--- src/rtl/coloring_gen.sv ---
// Colour-stream generator: forwards requested colours and inserts one filler
// whenever a request would violate the downstream checker's sequence rules.
module coloring_gen (
  input  logic       clk,
  input  logic       rst_n,
  input  logic       in_valid,
  input  logic [1:0] in_color,
  output logic       in_ready,
  output logic       out_valid,
  input  logic       out_ready,
  output logic [1:0] out_color,
  output logic [3:0] hist,
  output logic [1:0] hcnt,
  output logic [7:0] ins_cnt
);

  typedef enum logic [1:0] {IDLE, OUT, FILL} state_e;

  state_e     state_q;
  logic       out_valid_q;
  logic [1:0] out_color_q, pend_q, hcnt_q, hcnt_d;
  logic [3:0] hist_q, hist_d;
  logic [7:0] ins_cnt_q;

  logic       accept, illegal, commit_en;
  logic [1:0] filler, commit_color;

  assign in_ready = (state_q == IDLE) || (state_q == OUT && out_ready);
  assign accept   = in_valid && in_ready;
  assign filler   = (in_color == 2'b10) ? 2'b11 : 2'b10;

  // NOTE: every combinational output gets a default first so no latch is inferred.
  always_comb begin
    illegal = 1'b0;
    if (hcnt_q >= 2'd2 && hist_q[3:2] == in_color && hist_q[1:0] == in_color)
      illegal = 1'b1;
    if (hcnt_q >= 2'd1 &&
        ((hist_q[1:0] == 2'b00 && in_color == 2'b01) ||
         (hist_q[1:0] == 2'b01 && in_color == 2'b00)))
      illegal = 1'b1;
  end

  // At most one commit per cycle: an accept, or the pending colour leaving FILL.
  always_comb begin
    commit_en    = 1'b0;
    commit_color = in_color;
    if (accept) begin
      commit_en    = 1'b1;
      commit_color = illegal ? filler : in_color;
    end else if (state_q == FILL && out_ready) begin
      commit_en    = 1'b1;
      commit_color = pend_q;
    end
    hist_d = commit_en ? {hist_q[1:0], commit_color} : hist_q;
    hcnt_d = (commit_en && hcnt_q != 2'd3) ? hcnt_q + 2'd1 : hcnt_q;
  end

  // NOTE: sequential state uses non-blocking assignments only; reset is asynchronous.
  always_ff @(posedge clk or negedge rst_n) begin
    if (!rst_n) begin
      state_q     <= IDLE;
      out_valid_q <= 1'b0;
      out_color_q <= 2'b00;
      pend_q      <= 2'b00;
      hist_q      <= 4'b0000;
      hcnt_q      <= 2'd0;
      ins_cnt_q   <= 8'd0;
    end else begin
      hist_q <= hist_d;
      hcnt_q <= hcnt_d;
      case (state_q)
        IDLE, OUT: begin
          if (accept) begin
            out_valid_q <= 1'b1;
            out_color_q <= commit_color;
            if (illegal) begin
              pend_q  <= in_color;
              state_q <= FILL;
              if (ins_cnt_q != 8'hFF) ins_cnt_q <= ins_cnt_q + 8'd1;
            end else begin
              state_q <= OUT;
            end
          end else if (state_q == OUT && out_ready) begin
            state_q     <= IDLE;
            out_valid_q <= 1'b0;
          end
        end
        FILL: begin
          if (out_ready) begin
            out_color_q <= pend_q;
            state_q     <= OUT;
          end
        end
        default: state_q <= IDLE;
      endcase
    end
  end

  assign out_valid = out_valid_q;
  assign out_color = out_color_q;
  assign hist      = hist_q;
  assign hcnt      = hcnt_q;
  assign ins_cnt   = ins_cnt_q;

endmodule

--- config.mk ---
export PLATFORM = sky130hd
export DESIGN_NAME = coloring_gen
export DESIGN_NICKNAME = d
export VERILOG_FILES = /design/src/rtl/coloring_gen.sv
export SDC_FILE = /design/constraint.sdc
export NUM_CORES = 1
export LEC_CHECK = 0
export CORE_MARGIN = 4
export CORE_UTILIZATION = 44
export DETAILED_ROUTE_END_ITERATION = 10
export PLACE_DENSITY = 0.8
export SLEW_MARGIN = 0
export SYNTH_ARGS = -nofsm -noshare
export SYNTH_HDL_FRONTEND = slang
export SYNTH_SLANG_ARGS = --single-unit
--- constraint.sdc ---
create_clock -name clk -period 1.98 [get_ports clk]
set_clock_uncertainty 0.05 [all_clocks]
set_input_delay 0.198 -clock clk [delete_from_list [all_inputs] [get_ports clk]]
set_output_delay 0.198 -clock clk [all_outputs]
set_load 0.01 [all_outputs]
After elaboration in Yosys (flattened, before gate mapping)
Index checks and enable logic that the tools add are counted.

storage, ports and cells
  register bits after elaboration = 21
  bits in latches = 0
  memory bits (writable) = 0
  bits in read-only memories = 0
  word-level logic and storage cells = 63
  memories kept = 0

cells by class
  add/sub/neg operators = 2
  $mul = 0
  divide/modulo/power cells = 0
  $lt $le $gt $ge = 2
  equal/unequal tests = 12
  shift operators = 0
  mux-type cells = 18
  bitwise logic cells = 0
  reduce and logical (&&, ||, !) cells = 22

operator list
  kind                                                               count
  2-to-1 mux 2 bit                                                   9
  logical AND 1 bit                                                  9
  adder 8 x 1 -> 8 bit, second input constant                        1
  != test 8 bit, second input constant                               1
  one-hot mux 2 bit (2 select lines)                                 2
  2-to-1 mux 1 bit                                                   7
  == test 2 x 1 -> 1 bit, second input constant                      3
  logical NOT 2 bit                                                  3
  != test 2 bit, second input constant                               3
  AND reduction 3 bit                                                2
  == test 2 bit                                                      2
  == test 2 bit, second input constant                               2
  AND reduction 2 bit                                                2
  AND reduction 4 bit                                                1
  nonzero test 2 bit                                                 2
  != test 3 bit, second input constant                               1
  adder 2 x 1 -> 2 bit, second input constant                        1
  greater-or-equal comparator 2 x 1 -> 1 bit, second input constant  1
  greater-or-equal comparator 2 bit, second input constant           1
  logical OR 1 bit                                                   2
  OR reduction 2 bit                                                 1

Depth between registers and ports, before layout
Gate-level depths: netlist (run 1).

  word-level depth = 9
  mapped depth = 7

Worst setup path after synthesis (run 1)
OpenSTA, ideal clock, no wires.

  kind = register to register
  start point = reg hcnt_q[0], in the netlist hcnt[0]
  end point = reg ins_cnt_q[1], in the netlist ins_cnt[1]
  setup time = 0.125 ns
  arrival = 2.003 ns
  required time = 1.805 ns
  path slack = -0.198 ns
  cell stages (with the launch flop) = 6
  buffers on the path = 0
  period minus slack after synthesis = 2.178 ns
  path through = dfrtp_1 > inv_1 > ha_1 > or4_1 > a211oi_2 > mux2_2

on the way
  longest elaborated chain between the ends = 6
  elaborated cells on any way between the ends = 8
  classes of those cells = order compare: 2; mux: 2; reduce/logical: 4

RTL lines
  item                               RTL line  source
  from (decl)                        21        logic [1:0] out_color_q, pend_q, hcnt_q, hcnt_d;
  from (signal assigned)             70        hcnt_q <= hcnt_d;
  greater-or-equal comparator 2 bit  35        if (hcnt_q >= 2'd2 && hist_q[3:2] == in_color && hist_q[1:0] == in_color)
  logical AND 1 bit (2 in series)    35
  2-to-1 mux 1 bit                   35
  2-to-1 mux 1 bit (*)               37        if (hcnt_q >= 2'd1 &&
  AND reduction 4 bit (no line) (*)  n/a
  to (signal assigned)               79        if (ins_cnt_q != 8'hFF) ins_cnt_q <= ins_cnt_q + 8'd1;
  to (decl)                          23        logic [7:0] ins_cnt_q;

Mark *: on every way between the ends. The rest lies on a longest branch, timed or not.
A chain may end at the register's enable or synchronous reset.

Worst setup path in the final report (run 1)
  start point = reg hcnt_q[0], in the netlist hcnt[0]
  end point = reg ins_cnt_q[5], in the netlist ins_cnt[5]

Same word-level chain as after synthesis.

==> results of run 1 <==
==> power by group <==
part	switching [W]	internal, W	total (W)
Combinational	0.000455	0.000650	0.00111
Clock	0.000132	0.0000787	0.000211
Sequential	0.000135	0.000588	0.000723
==> through the flow <==
step	area (µm²)	TNS (ns)
after global routing	1580	-1.098
after detailed placement	1488	-2.960
after floorplan	1087	-0.1530
after CTS	1546	-0.2458
after global placement	1488	-2.883
final	1580	-0.2455
==> sequential cells by signal (all words and copies together), names as in the netlist <==
| signal | count |
|---|---|
| ins_cnt | 8 |
| pend_q | 2 |
| out_valid | 1 |
| hcnt | 2 |
| state_q | 2 |
| hist | 4 |
| out_color | 2 |
==> worst max-delay path by stage <==
stage / depth (start not counted) / endpoint
2_1_floorplan: 6 / ins_cnt[5]
5_1_grt: 6 / ins_cnt[5]
6_report: 6 / ins_cnt[5]
3_5_place_dp: 5 / ins_cnt[1]
4_1_cts: 4 / ins_cnt[1]
3_3_place_gp: 5 / ins_cnt[1]
==> metal layers <==
metal / wire, µm / GRT usage [%] / share of wire, % / vias to the layer above
met5: 0 / 0 / 0 / -
met4: 50 / 9.603 / 2.0 / 0
met3: 88 / 4.525 / 3.5 / 6
met2: 1237 / 26.59 / 50 / 15
met1: 1114 / 20.68 / 45 / 429
li1: - / - / - / 440
==> worst max-delay path, cell delays in order (launching register included) <==
cell and delay [ns]:
dfrtp_1 0.39, inv_2 0.06, ha_4 0.15, or4_4 0.56
a2111oi_4 0.43, nand3_1 0.14, xnor2_1 0.15
==> cell families after synthesis <==
logic type	Yosys count	share of synthesized area (%)
and+or+nand+nor	33	16.16
adders and majority gates	4	4.684
muxes	6	6.323
DFF	21	49.18
xor gates and xnor gates	9	7.377
buffers and inverters	5	1.757
AOI/OAI and AO/OA	18	14.52
==> cell usage after synthesis (all sizes together), types with 2 or more instances <==
master | instances | area share [%]
nor2 | 6 | 2.1
mux2 | 6 | 6.3
or3 | 2 | 1.2
inv | 5 | 1.8
ha | 4 | 4.7
o22ai | 2 | 1.2
nand2b | 3 | 1.8
nand2 | 6 | 2.1
a21oi | 3 | 1.4
xor2 | 2 | 1.6
xnor2 | 7 | 5.7
dfrtp | 21 | 49
nand3 | 5 | 2.3
and3 | 3 | 1.8
o21ai | 3 | 1.4
nor2b | 3 | 1.8
==> area by class of cell <==
class | count | area, µm²
tap | 28 | 35.03
clock buffer | 4 | 26.28
fill | 162 | 674.4
timing repair buffer | 44 | 391.6
inverter | 5 | 18.77
multi-input combinational | 70 | 581.8
sequential | 21 | 526.8
==> what timing repair did <==
action / CTS / global route
setup endpoints to repair: 10 / 13
pin swaps: 6 / 6
setup buffers: 3 / 0
resized for setup: 1 / 5
==> cells in the final DEF, fill, tap and decap left out, drive strengths merged, types with 2 or more instances in the layout <==
| cell type | n |
|---|---|
| buf | 21 |
| mux2 | 6 |
| xnor2 | 7 |
| or3 | 2 |
| clkdlybuf4s50 | 23 |
| o21ai | 3 |
| nand2 | 6 |
| nand2b | 3 |
| a21oi | 3 |
| dfrtp | 21 |
| nor2 | 6 |
| xor2 | 2 |
| inv | 5 |
| nor2b | 3 |
| o22ai | 2 |
| nand3 | 5 |
| and3 | 3 |
| ha | 4 |
| clkbuf | 4 |
==> out/results.ini, run 1 <==
[status]
outcome = finished, violations left
failed_checks = setup timing

[detailed_routing]
drt_first_iter_violations = 11
drc = 0
antenna_left = 0
drt_wl_total_mm = 2.490
vias_per_cell = 5.174
vias = 890
first_pass_iters = 5
wl_per_cell_um = 14.48

[placed_design]
numPortBuffers = 23
pre_cts_ws_ns = -0.2961
dp.cells = 165
dp_hpwl_mm = 1.857
globalplace.congestion = 0.7802

[sta]
rsz0062_at_grt = yes
finalMaxSlewViolations = 0
max-slew-margin-rel_pct = 74.69
holdWs_ns = 0.1680
layout_setup_ws_ns = -0.06665
period_needed_ns = 2.047
setup_viol = 6
worst_pin_slew_ns = 0.3797
finalHoldViolations = 0
fin_crit_sh_pct = 103.4
fmax_ghz = 0.4886

[finish]
area_delta_synth_final_pct = 47.89
drive_above_1_share_pct = 27.78
fin_nets = 155
num_antenna_cells = 0
stdcell_count = 172
post-route-util_pct = 70.09

[clock_tree]
clockBufferDepth = 2
htreeDepth = 1
cts_tree = yes
clock_latency_ns = 0.31
clock-sinks = 21
ctsHoldBuffers = 0
cts_buffers = 3
ctsRootBufferMaster = clkbuf_4
path_clk_slew_ns = 0.12

[yosys]
async_flop_share_pct = 100.0
synth_edf_count = 0
synth_nets = 106
ys_warn_count = 0
syn_area_per_cell_um2 = 11.13
yosys_register_bits = 21
syn_area_mm2 = 0.001069
ys_types = 31
yosysSeqAreaShare_pct = 49.18
synth_ff_type = dfrtp_1
synth_cells = 96

[die]
dieArea_mm2 = 0.003281
start_util_pct = 47.39
io_pins = 24
die_h_um = 57.28
die_x_um = 57.28
fp.coreArea_mm2 = 0.002255
std_cell_rows = 17

[critical_path]
crit-reg2reg-launch = hcnt[0]
worstSetupStartpointType = flop
path_class = reg2reg
cp_data_arrival_time_ns = 2.19
end_kind = flop
r2r-end = ins_cnt[5]
crit_fanout = 4
worstPathRequired_ns = 2.13
cp-startpoint = hcnt[0]
r2r_slack_ns = -0.07
reg2regPathDepth = 6

[grt]
grt_usage_pct = 16.83
grt_pass1_vias = 941
antenna_found_initial = 0
grt_overflow = 0
grt_pass1_wl_mm = 4.181
grt_max_degree = 22

[worst_hold_path]
min_path_type = in2async

[power_and_ir_drop]
power_density_mw_per_mm2 = 1291
ir_worst_vdd_uv = 820.3
p_leak_nw = 0.6792
report.power.total_w = 0.002039

[job]
cap_violations = 0

Power figures use the tool's default switching activity.
==> run 2, diff against run 1 <==
--- a/config.mk
+++ b/config.mk
@@ -7,6 +7,7 @@
 export LEC_CHECK = 0
 export CORE_MARGIN = 4
 export CORE_UTILIZATION = 44
+export CTS_BUF_LIST = sky130_fd_sc_hd__clkbuf_16
 export DETAILED_ROUTE_END_ITERATION = 10
 export PLACE_DENSITY = 0.8
 export SLEW_MARGIN = 0
==> run 2 against run 1 <==
Compared with the run above:
- the flow still finishes with violations (setup timing)
- die area is the same
- final area grew 3.2%
- non-clock buffer count up 1
- wire length is 15% higher
- core utilization up 2.2 points
- clock-buffer cell count shrank 1
- sequential cell count unchanged
- combinational power hardly changed
- largest power group unchanged
==> out/results.ini, run 2 (synthesis gave the netlist of run 1 again) <==
[placed_design]
pre_cts_ws_ns = -0.2961
numPortBuffers = 23
dp_hpwl_mm = 1.857
globalplace.congestion = 0.7802

[power_and_ir_drop]
ir_worst_vdd_uv = 877.9
report.power.total_w = 0.002269
p_leak_nw = 0.7089
power_density_mw_per_mm2 = 1391

[die]
dieArea_mm2 = 0.003281
die_h_um = 57.28
fp.coreArea_mm2 = 0.002255
die_x_um = 57.28
start_util_pct = 47.39
io_pins = 24
std_cell_rows = 17

[finish]
final_common_cell = clkdlybuf4s50_1
drive_above_1_share_pct = 28.28
fill_cells = 155
largest_reg_flops = 8
final_cell_mix = clkdlybuf4s50_1 (23), buf_4 (21), dfrtp_1 (20)
num_antenna_cells = 0
fin_nets = 156
area_delta_synth_final_pct = 52.58

[status]
failed_checks = setup timing
outcome = finished, violations left

[critical_path]
reg2regPathDepth = 5
worstSetupStartpointType = input pin
cp_data_arrival_time_ns = 2.16
cpMostUsedCell = xnor2_1
worstPathRequired_ns = 2.06
r2r_slack_ns = -0.09
crit_fanout = 5
end_kind = flop
crit_path_cell_trace = clkdlybuf4s50_1 -> buf_4 -> xnor2_1 -> or4_4 -> a2111oi_4 -> nand3_1 -> xnor2_1
max_stage_delay_ns = 0.48
crit-reg2reg-launch = hist[0]
slowest_stage = or4_4
path_class = in2reg
r2r-end = ins_cnt[5]

[sta]
period_needed_ns = 2.076
setup_viol = 9
finalHoldViolations = 0
fin_crit_sh_pct = 104.9
fmax_ghz = 0.4817
finalMaxSlewViolations = 0
rsz0062_at_grt = yes
layout_setup_ws_ns = -0.09607
holdWs_ns = 0.2416
worst_pin_slew_ns = 0.3993
max-slew-margin-rel_pct = 73.38
tns_ns = -0.4869

[worst_hold_path]
min_path_type = in2async

[clock_tree]
ctsHoldBuffers = 0
path_clk_slew_ns = 0.06
cts_buffers = 3
cts_tree = yes
htreeDepth = 1
clock_latency_ns = 0.26
clock-sinks = 21
ctsRootBufferMaster = clkbuf_16
clockBufferDepth = 2

[detailed_routing]
drc = 0
wl_per_cell_um = 16.59
vias = 949
drt_first_iter_violations = 20
vias_per_cell = 5.486
first_pass_iters = 4
drt_wl_total_mm = 2.870
antenna_left = 0

[grt]
antenna_found_initial = 0
grt_usage_pct = 17.17
grt_overflow = 0
grt_pass1_vias = 960
grt_pass1_wl_mm = 4.312
grt_max_degree = 22

[job]
cap_violations = 0

-- run 2: cell types whose count changed in the layout (fill, tap and decap cells not counted) --
cell,delta
ha_2,+1
clkbuf_16,+3
clkbuf_4,-3
inv_1,+1
ha_4,-1
o21ai_0,-1
clkbuf_1,-1
o21ai_1,+1
buf_4,+1
-- run 2: critical path, delay by kind of cell --
| family | cells | cell delay, ns |
|---|---|---|
| AO/OA/AOI/OAI | 1 | 0.42 |
| buffers and inverters | 2 | 0.58 |
| XOR/XNOR | 2 | 0.30 |
| AND/OR/NAND/NOR | 2 | 0.65 |
-- run 2: worst max path at each step --
stage | start | to | slack, ns | cells past startpoint
floorplan | hcnt[0] | ins_cnt[5] | -0.05 | 6
global placement | in_color[0] | ins_cnt[1] | -0.28 | 5
detailed placement | in_color[0] | ins_cnt[1] | -0.30 | 5
CTS | hist[0] | ins_cnt[6] | -0.07 | 5
global route | hist[0] | ins_cnt[6] | -0.20 | 5
finish | in_color[0] | ins_cnt[5] | -0.1 | 7
-- run 2: layout make-up --
type | count | area (µm²) | share of cell area [%]
Multi-Input combinational cell | 70 | 571.8 | 35.07
Sequential cell | 21 | 526.8 | 32.31
Timing Repair Buffer | 45 | 399.1 | 24.48
Clock buffer | 3 | 75.07 | 4.605
Tap cell | 28 | 35.03 | 2.149
Inverter | 5 | 18.77 | 1.151
Clock inverter | 1 | 3.754 | 0.2302
-- run 2: metrics by stage --
step | std cells | cell area (µm²) | utilization (%)
global placement | 165 | 1488 | 65.98
floorplan | 96 | 1087 | -
global route | 173 | 1630 | 72.31
finish | 173 | 1630 | 72.31
CTS | 171 | 1585 | 70.31
detailed placement | 165 | 1488 | 65.98
-- run 2: what timing repair did --
| item | in CTS | in global routing |
|---|---|---|
| gates resized for setup | 1 | 5 |
| endpoints found under the setup margin | 10 | 13 |
| pin swaps | 8 | 4 |
| gates cloned | 0 | 0 |
| buffers inserted | 2 | 2 |
-- run 2: routing by layer --
layer	part of all wire, %	vias up	global-route usage [%]
li1	-	443	-
met1	40	466	20.86
met2	51	27	28.71
met3	4.1	13	3.394
met4	4.2	0	8.940
met5	0	-	0
-- run 2: where the power goes --
part	leakage, nW	internal [W]	switching (W)
registers	0.256	0.000591	0.000149
logic	0.410	0.000641	0.000465
clock network	0.0423	0.000269	0.000154
